===== src/rtl/gbuf_pkg.sv =====
// Shared constants and helpers for the graphic-buffer write arbiter.
// Grant ids are GBUF_GID_W bits wide, so up to GBUF_MAX_REQ requesters fit.
package gbuf_pkg;

    localparam int GBUF_ADDR_W  = 32;
    localparam int GBUF_DATA_W  = 32;
    localparam int GBUF_MAX_REQ = 8;
    localparam int GBUF_GID_W   = 3;

    typedef logic [GBUF_GID_W-1:0] gid_t;

    // Returns (idx + 1) mod n. Assumes idx < n and n <= GBUF_MAX_REQ.
    function automatic gid_t wrap_inc(input gid_t idx, input int n);
        return (int'(idx) + 1 >= n) ? gid_t'(0) : idx + gid_t'(1);
    endfunction

endpackage


===== src/rtl/gbuf_write_arbiter_if.sv =====
// Requester-side and buffer-side write bus of the arbiter.
// The arbiter connects through the slave modport; the driving environment uses master.
interface gbuf_write_arbiter_if #(
    parameter int NUM_REQ = 4,
    parameter int ADDR_W  = 32,
    parameter int DATA_W  = 32
);
    logic [NUM_REQ-1:0]        req_valid;
    logic [NUM_REQ-1:0]        req_last;
    logic [NUM_REQ*ADDR_W-1:0] req_addr;
    logic [NUM_REQ*DATA_W-1:0] req_data;
    logic [NUM_REQ-1:0]        req_mask;
    logic [NUM_REQ-1:0]        req_ready;
    logic [ADDR_W-1:0]         buff_addr;
    logic [DATA_W-1:0]         buff_data;
    logic                      buff_wr;
    logic                      buff_ready;

    modport slave (
        input  req_valid, req_last, req_addr, req_data, req_mask, buff_ready,
        output req_ready, buff_addr, buff_data, buff_wr
    );

    modport master (
        output req_valid, req_last, req_addr, req_data, req_mask, buff_ready,
        input  req_ready, buff_addr, buff_data, buff_wr
    );
endinterface


===== src/rtl/rr_priority_select.sv =====
// Round-robin find-first: rotate the request vector so rr_ptr sits at bit 0,
// pick the lowest set bit, then map that position back to a requester index.
module rr_priority_select
    import gbuf_pkg::*;
#(
    parameter int N = 4
) (
    input  logic [N-1:0] req_i,
    input  gid_t         ptr_i,
    output logic         found_o,
    output gid_t         idx_o
);

    logic [2*N-1:0] dbl_rot;
    logic [N-1:0]   rot;

    assign dbl_rot = {req_i, req_i} >> ptr_i;
    assign rot     = dbl_rot[N-1:0];

    always_comb begin
        // NOTE: defaults first so every path assigns both outputs and no latch is inferred.
        found_o = 1'b0;
        idx_o   = '0;
        for (int k = N - 1; k >= 0; k--) begin
            if (rot[k]) begin
                found_o = 1'b1;
                idx_o   = gid_t'((int'(ptr_i) + k) % N);
            end
        end
    end

endmodule


===== src/rtl/gbuf_write_arbiter.sv =====
// Round-robin, burst-locking arbiter for the single graphic-buffer write port,
// with a one-entry registered output stage under valid/ready backpressure.
module gbuf_write_arbiter
    import gbuf_pkg::*;
#(
    parameter int NUM_REQ = 4,
    parameter int ADDR_W  = GBUF_ADDR_W,
    parameter int DATA_W  = GBUF_DATA_W
) (
    input  logic                        clk,
    input  logic                        reset_n,
    input  logic                        ce,
    gbuf_write_arbiter_if.slave         bus,
    output gid_t                        grant_id,
    output logic                        locked
);

    logic [ADDR_W-1:0] buff_addr_q, buff_addr_d;
    logic [DATA_W-1:0] buff_data_q, buff_data_d;
    logic              buff_wr_q,   buff_wr_d;
    gid_t              grant_id_q,  grant_id_d;
    logic              locked_q,    locked_d;
    gid_t              rr_ptr_q,    rr_ptr_d;

    logic [NUM_REQ-1:0] cand_vec;
    logic [NUM_REQ-1:0] owner_onehot;
    logic               found;
    gid_t               sel;
    logic               slot_free;
    logic               accept;
    logic               sel_last;
    logic [ADDR_W-1:0]  sel_addr;
    logic [DATA_W-1:0]  sel_data;

    // While a burst is open only the owner competes, and its mask is ignored
    // until the last beat so the burst cannot be stranded half-written.
    assign owner_onehot = NUM_REQ'(1) << grant_id_q;
    assign cand_vec     = locked_q ? (bus.req_valid & owner_onehot)
                                   : (bus.req_valid & bus.req_mask);

    rr_priority_select #(.N(NUM_REQ)) u_select (
        .req_i   (cand_vec),
        .ptr_i   (rr_ptr_q),
        .found_o (found),
        .idx_o   (sel)
    );

    assign slot_free = !buff_wr_q || bus.buff_ready;
    assign accept    = reset_n && ce && slot_free && found;
    assign sel_last  = 1'(bus.req_last >> sel);
    assign sel_addr  = ADDR_W'(bus.req_addr >> (int'(sel) * ADDR_W));
    assign sel_data  = DATA_W'(bus.req_data >> (int'(sel) * DATA_W));

    assign bus.req_ready = accept ? (NUM_REQ'(1) << sel) : '0;

    always_comb begin
        buff_addr_d = buff_addr_q;
        buff_data_d = buff_data_q;
        buff_wr_d   = buff_wr_q;
        grant_id_d  = grant_id_q;
        locked_d    = locked_q;
        rr_ptr_d    = rr_ptr_q;
        if (accept) begin
            buff_addr_d = sel_addr;
            buff_data_d = sel_data;
            buff_wr_d   = 1'b1;
            grant_id_d  = sel;
            locked_d    = !sel_last;
            if (sel_last) begin
                rr_ptr_d = wrap_inc(sel, NUM_REQ);
            end
        end else if (buff_wr_q && bus.buff_ready) begin
            buff_wr_d = 1'b0;
        end
    end

    always_ff @(posedge clk or negedge reset_n) begin
        if (!reset_n) begin
            buff_addr_q <= '0;
            buff_data_q <= '0;
            buff_wr_q   <= 1'b0;
            grant_id_q  <= '0;
            locked_q    <= 1'b0;
            rr_ptr_q    <= '0;
        end else begin
            // NOTE: non-blocking so every register samples pre-edge values.
            buff_addr_q <= buff_addr_d;
            buff_data_q <= buff_data_d;
            buff_wr_q   <= buff_wr_d;
            grant_id_q  <= grant_id_d;
            locked_q    <= locked_d;
            rr_ptr_q    <= rr_ptr_d;
        end
    end

    assign bus.buff_addr = buff_addr_q;
    assign bus.buff_data = buff_data_q;
    assign bus.buff_wr   = buff_wr_q;
    assign grant_id      = grant_id_q;
    assign locked        = locked_q;

endmodule


===== src/flat_wrapper.sv =====
// flat-port wrapper written by rule: the top's interface ports become plain ports
module gbuf_write_arbiter_flat import gbuf_pkg::*;
#(
    parameter int NUM_REQ = 4,
    parameter int ADDR_W  = GBUF_ADDR_W,
    parameter int DATA_W  = GBUF_DATA_W
)
  (clk, reset_n, ce, grant_id, locked, bus_req_valid, bus_req_last, bus_req_addr, bus_req_data, bus_req_mask, bus_buff_ready, bus_req_ready, bus_buff_addr, bus_buff_data, bus_buff_wr);
  gbuf_write_arbiter_if #(.NUM_REQ(NUM_REQ), .ADDR_W(ADDR_W), .DATA_W(DATA_W)) bus_i ();
  input  logic clk;
  input  logic reset_n;
  input  logic ce;
  output gid_t grant_id;
  output logic locked;
  input wire logic [$bits(bus_i.req_valid)-1:0] bus_req_valid;
  input wire logic [$bits(bus_i.req_last)-1:0] bus_req_last;
  input wire logic [$bits(bus_i.req_addr)-1:0] bus_req_addr;
  input wire logic [$bits(bus_i.req_data)-1:0] bus_req_data;
  input wire logic [$bits(bus_i.req_mask)-1:0] bus_req_mask;
  input wire logic [$bits(bus_i.buff_ready)-1:0] bus_buff_ready;
  output wire logic [$bits(bus_i.req_ready)-1:0] bus_req_ready;
  output wire logic [$bits(bus_i.buff_addr)-1:0] bus_buff_addr;
  output wire logic [$bits(bus_i.buff_data)-1:0] bus_buff_data;
  output wire logic [$bits(bus_i.buff_wr)-1:0] bus_buff_wr;
  assign bus_i.req_valid = bus_req_valid;
  assign bus_i.req_last = bus_req_last;
  assign bus_i.req_addr = bus_req_addr;
  assign bus_i.req_data = bus_req_data;
  assign bus_i.req_mask = bus_req_mask;
  assign bus_i.buff_ready = bus_buff_ready;
  assign bus_req_ready = bus_i.req_ready;
  assign bus_buff_addr = bus_i.buff_addr;
  assign bus_buff_data = bus_i.buff_data;
  assign bus_buff_wr = bus_i.buff_wr;
  gbuf_write_arbiter #(.NUM_REQ(NUM_REQ), .ADDR_W(ADDR_W), .DATA_W(DATA_W)) u_core (.clk(clk), .reset_n(reset_n), .ce(ce), .bus(bus_i), .grant_id(grant_id), .locked(locked));
endmodule

===== config.mk =====
export PLATFORM = sky130hd
export DESIGN_NAME = gbuf_write_arbiter_flat
export DESIGN_NICKNAME = d
export VERILOG_FILES = /design/src/rtl/gbuf_pkg.sv /design/src/rtl/gbuf_write_arbiter_if.sv /design/src/rtl/rr_priority_select.sv /design/src/rtl/gbuf_write_arbiter.sv /design/src/flat_wrapper.sv
export SDC_FILE = /design/constraint.sdc
export NUM_CORES = 1
export LEC_CHECK = 0
export ABC_AREA = 0
export BUFFER_PORTS_ARGS = -buffer_cell sky130_fd_sc_hd__buf_2
export CAP_MARGIN = 5
export CORE_AREA = 2 2 135 137
export CTS_CLUSTER_SIZE = 24
export DETAILED_ROUTE_END_ITERATION = 8
export DIE_AREA = 0 0 137 139
export GPL_TIMING_DRIVEN = 0
export PLACE_DENSITY = 0.71
export SETUP_SLACK_MARGIN = 0.05
export SLEW_MARGIN = 20
export SYNTH_ARGS = -nofsm -noshare
export SYNTH_HDL_FRONTEND = slang
export SYNTH_SLANG_ARGS = --single-unit

===== constraint.sdc =====
create_clock -name clk -period 3.23 [get_ports clk]
set_input_delay 0.1615 -clock clk [delete_from_list [all_inputs] [get_ports clk]]
set_output_delay 0.1615 -clock clk [all_outputs]
set_load 0.01 [all_outputs]

==> results.json <==
{
  "outcome": "completed",
  "grt_max_degree": 40,
  "grt_pass1_vias": 5141,
  "grt_usage_pct": 19.0,
  "cts_tree": "yes",
  "finalHoldViolations": 0,
  "startpoint_type": "flip-flop",
  "dp_slack_ns": -0.0302,
  "syn_nets": 728,
  "die_area_mm2": 0.0190,
  "synth_top_area_cell": "dfrtp_1",
  "synth_area_per_cell_um2": 11.6,
  "fin_setup_tns_ns": 0,
  "cts.sinks": 71,
  "max_stage_delay_ns": 0.53,
  "slowest_stage": "mux4_2",
  "placed_cell_area_mm2": 0.00725,
  "syn_to_final_growth_pct": 49.8,
  "drc": 0,
  "chipHeight_um": 139,
  "final_util_pct": 44.3,
  "path_clk_slew_ns": 0.06,
  "rsz0062_at_grt": "yes",
  "fmax_mhz": 323,
  "path_common_cell": "buf_12",
  "leakage_nw": 4.15,
  "crit_buf_inv": 5,
  "final_cell_mix": "buf_2 (350), mux2i_1 (125), nor2_1 (72), dfrtp_1 (70), a221oi_2 (64)",
  "grt_pass1_wl_um": 27600,
  "total_power_mw": 8.72,
  "gp_congestion": 0.842,
  "min_period_ns": 3.10,
  "viasPerCell": 4.83,
  "root_buffer": "clkbuf_16",
  "whs_ns": 0.170,
  "drive_above_1_share_pct": 59.7,
  "drt_wl_total_um": 18600,
  "fin_crit_sh_pct": 95.8,
  "core.rowCount": 49,
  "setup_viol": 0,
  "setup_ws_ns": 0.135,
  "crit_chain": "or3b_4 -> a211o_1 -> mux4_2 -> o211ai_2 -> a22o_4 -> buf_8 -> buf_12 -> buf_12 -> inv_2 -> ha_2 -> and2_4 -> buf_6",
  "dr.pass1.iters": 4,
  "synth_ff_type": "dfrtp_1",
  "ys_ff_latch": 71,
  "antenna_cells": 0,
  "hold_class": "in -> reg",
  "reg2reg_slack_ns": 0.15,
  "synth-edff-count": 0,
  "irDropWorstVdd_uv": 426,
  "fin_skew_ns": 0.00903,
  "first_iter_violations": 138,
  "cts_made_buffers": 9,
  "drv_slew": 0,
  "worstPathMaxFanout": 6,
  "syn_area_mm2": 0.00523,
  "fin_nets": 1098,
  "ios": 345,
  "critical_path_class": "reg -> out",
  "seq_area_frac_synth_pct": 34.0,
  "antenna_found_initial": 0,
  "synth.area.top_cells": "dfrtp_1 (34%), mux2i_1 (25%), a221oi_2 (18%)",
  "required_ns": 3.07,
  "mostFrequentLayoutCell": "buf_2",
  "overflow": 0,
  "synthDistinctLibCells": 50,
  "fin_area_mm2": 0.00783,
  "ant_nets": 0,
  "h-tree-depth": 3,
  "synth_cells": 452,
  "initial_utilization_pct": 29.6,
  "ys_warn_count": 0,
  "crit_path_end_kind": "primary output",
  "crit_family": "simple AND/OR/NAND/NOR gates",
  "dp.cells": 1025,
  "layout.cells.non_filler": 1056,
  "synth.top_cell.area_share_pct": 34.0,
  "io_buffers": 343,
  "dr_total_vias": 5100,
  "n_fill_cell": 1707,
  "cts_buffer_depth": 2,
  "dp_hpwl_um": 14600,
  "maxCapViolCount": 0,
  "clk_latency_ns": 0.34,
  "cp.arrival_ns": 2.93,
  "wl_per_cell_um": 17.6,
  "die_w_um": 137,
  "core_area_mm2": 0.0177,
  "powerDensity_mw_per_mm2": 1110,
  "ys_async_sr_fraction_pct": 100
}
## sequential cells by signal (all words and copies together) (netlist names)
| signal | count |
|---|---|
| u_core.rr_ptr_q | 3 |
| u_core.bus.buff_data | 32 |
| u_core.locked | 1 |
| u_core.bus.buff_addr | 32 |
| u_core.grant_id | 2 |
| u_core.bus.buff_wr | 1 |
## area by class of cell
cell class                      count  area (um2)  share of cell area (%)
Inverter                            5        18.8                   0.240
Tap cell                          229         287                    3.66
Sequential cell                    71        1780                    22.7
Multi-Input combinational cell    337        3160                    40.4
Timing Repair Buffer              359        1870                    23.9
Buffer                             39         352                    4.49
Clock inverter                      5         104                    1.33
Clock buffer                       11         253                    3.23
## tightest hold or removal path, delay by kind of cell
family,cells,cell delay [ns]
AOI/OAI and AO/OA,1,0.07
buffers and inverters,1,0.09
muxes,1,0.14
## what timing repair did
action                                 CTS  global route
buffers inserted                        12             2
setup endpoints to repair               58            63
pin swaps                                3             1
hold buffers                             1             0
resized for setup                        8            18
endpoints found under the hold margin   32             0
## synth_stat cells, types with 5 or more instances
library cell    n
nand2_1         7
clkbuf_1        6
buf_6           7
inv_1           5
buf_4          13
mux2i_1       130
dfrtp_1        71
nor2_1         72
a221oi_2       64
buf_2           9
## cell families after synthesis
kind of cell    share of synthesized area, %
other cells                           0.0718
flops                                   34.0
simple gates                            8.74
compound gates                          23.9
buf+inv                                 6.56
mux                                     25.8
fa+ha+maj                              0.958
## per-layer routing
metal | up-vias | share of wire (%) | track usage, % | wire length, um
met2 | 205 | 52 | 34.2 | 9600
li1 | 2494 | - | - | -
met4 | 0 | 1.1 | 4.67 | 212
met1 | 2384 | 42 | 23.2 | 7730
met3 | 17 | 5.7 | 3.55 | 1060
met5 | - | 0 | 0 | 0
## power by group
group	total, mW	switching [mW]	internal (mW)
Sequential	1.57	0.236	1.34
Combinational	5.95	3.15	2.81
Clock	1.20	0.400	0.797
Total	8.72	3.78	4.94
## path summary, 6_finish.rpt
path                                                            from                                   end  depth (start not counted)
worst max register to register        u_core.grant_id[0]$_DFFE_PN0P_   u_core.bus.buff_data[9]$_DFFE_PN0P_                         12
worst min-delay path                                bus_req_data[81]  u_core.bus.buff_data[17]$_DFFE_PN0P_                          3
worst max-delay path                  u_core.grant_id[0]$_DFFE_PN0P_                      bus_req_ready[2]                         12
worst min register to register  u_core.bus.buff_addr[24]$_DFFE_PN0P_  u_core.bus.buff_addr[24]$_DFFE_PN0P_                          2
min in group asynchronous                                    reset_n  u_core.bus.buff_data[30]$_DFFE_PN0P_                          2
max in group asynchronous                                    reset_n  u_core.bus.buff_addr[20]$_DFFE_PN0P_                          3
(Power assumes the default switching activity.)
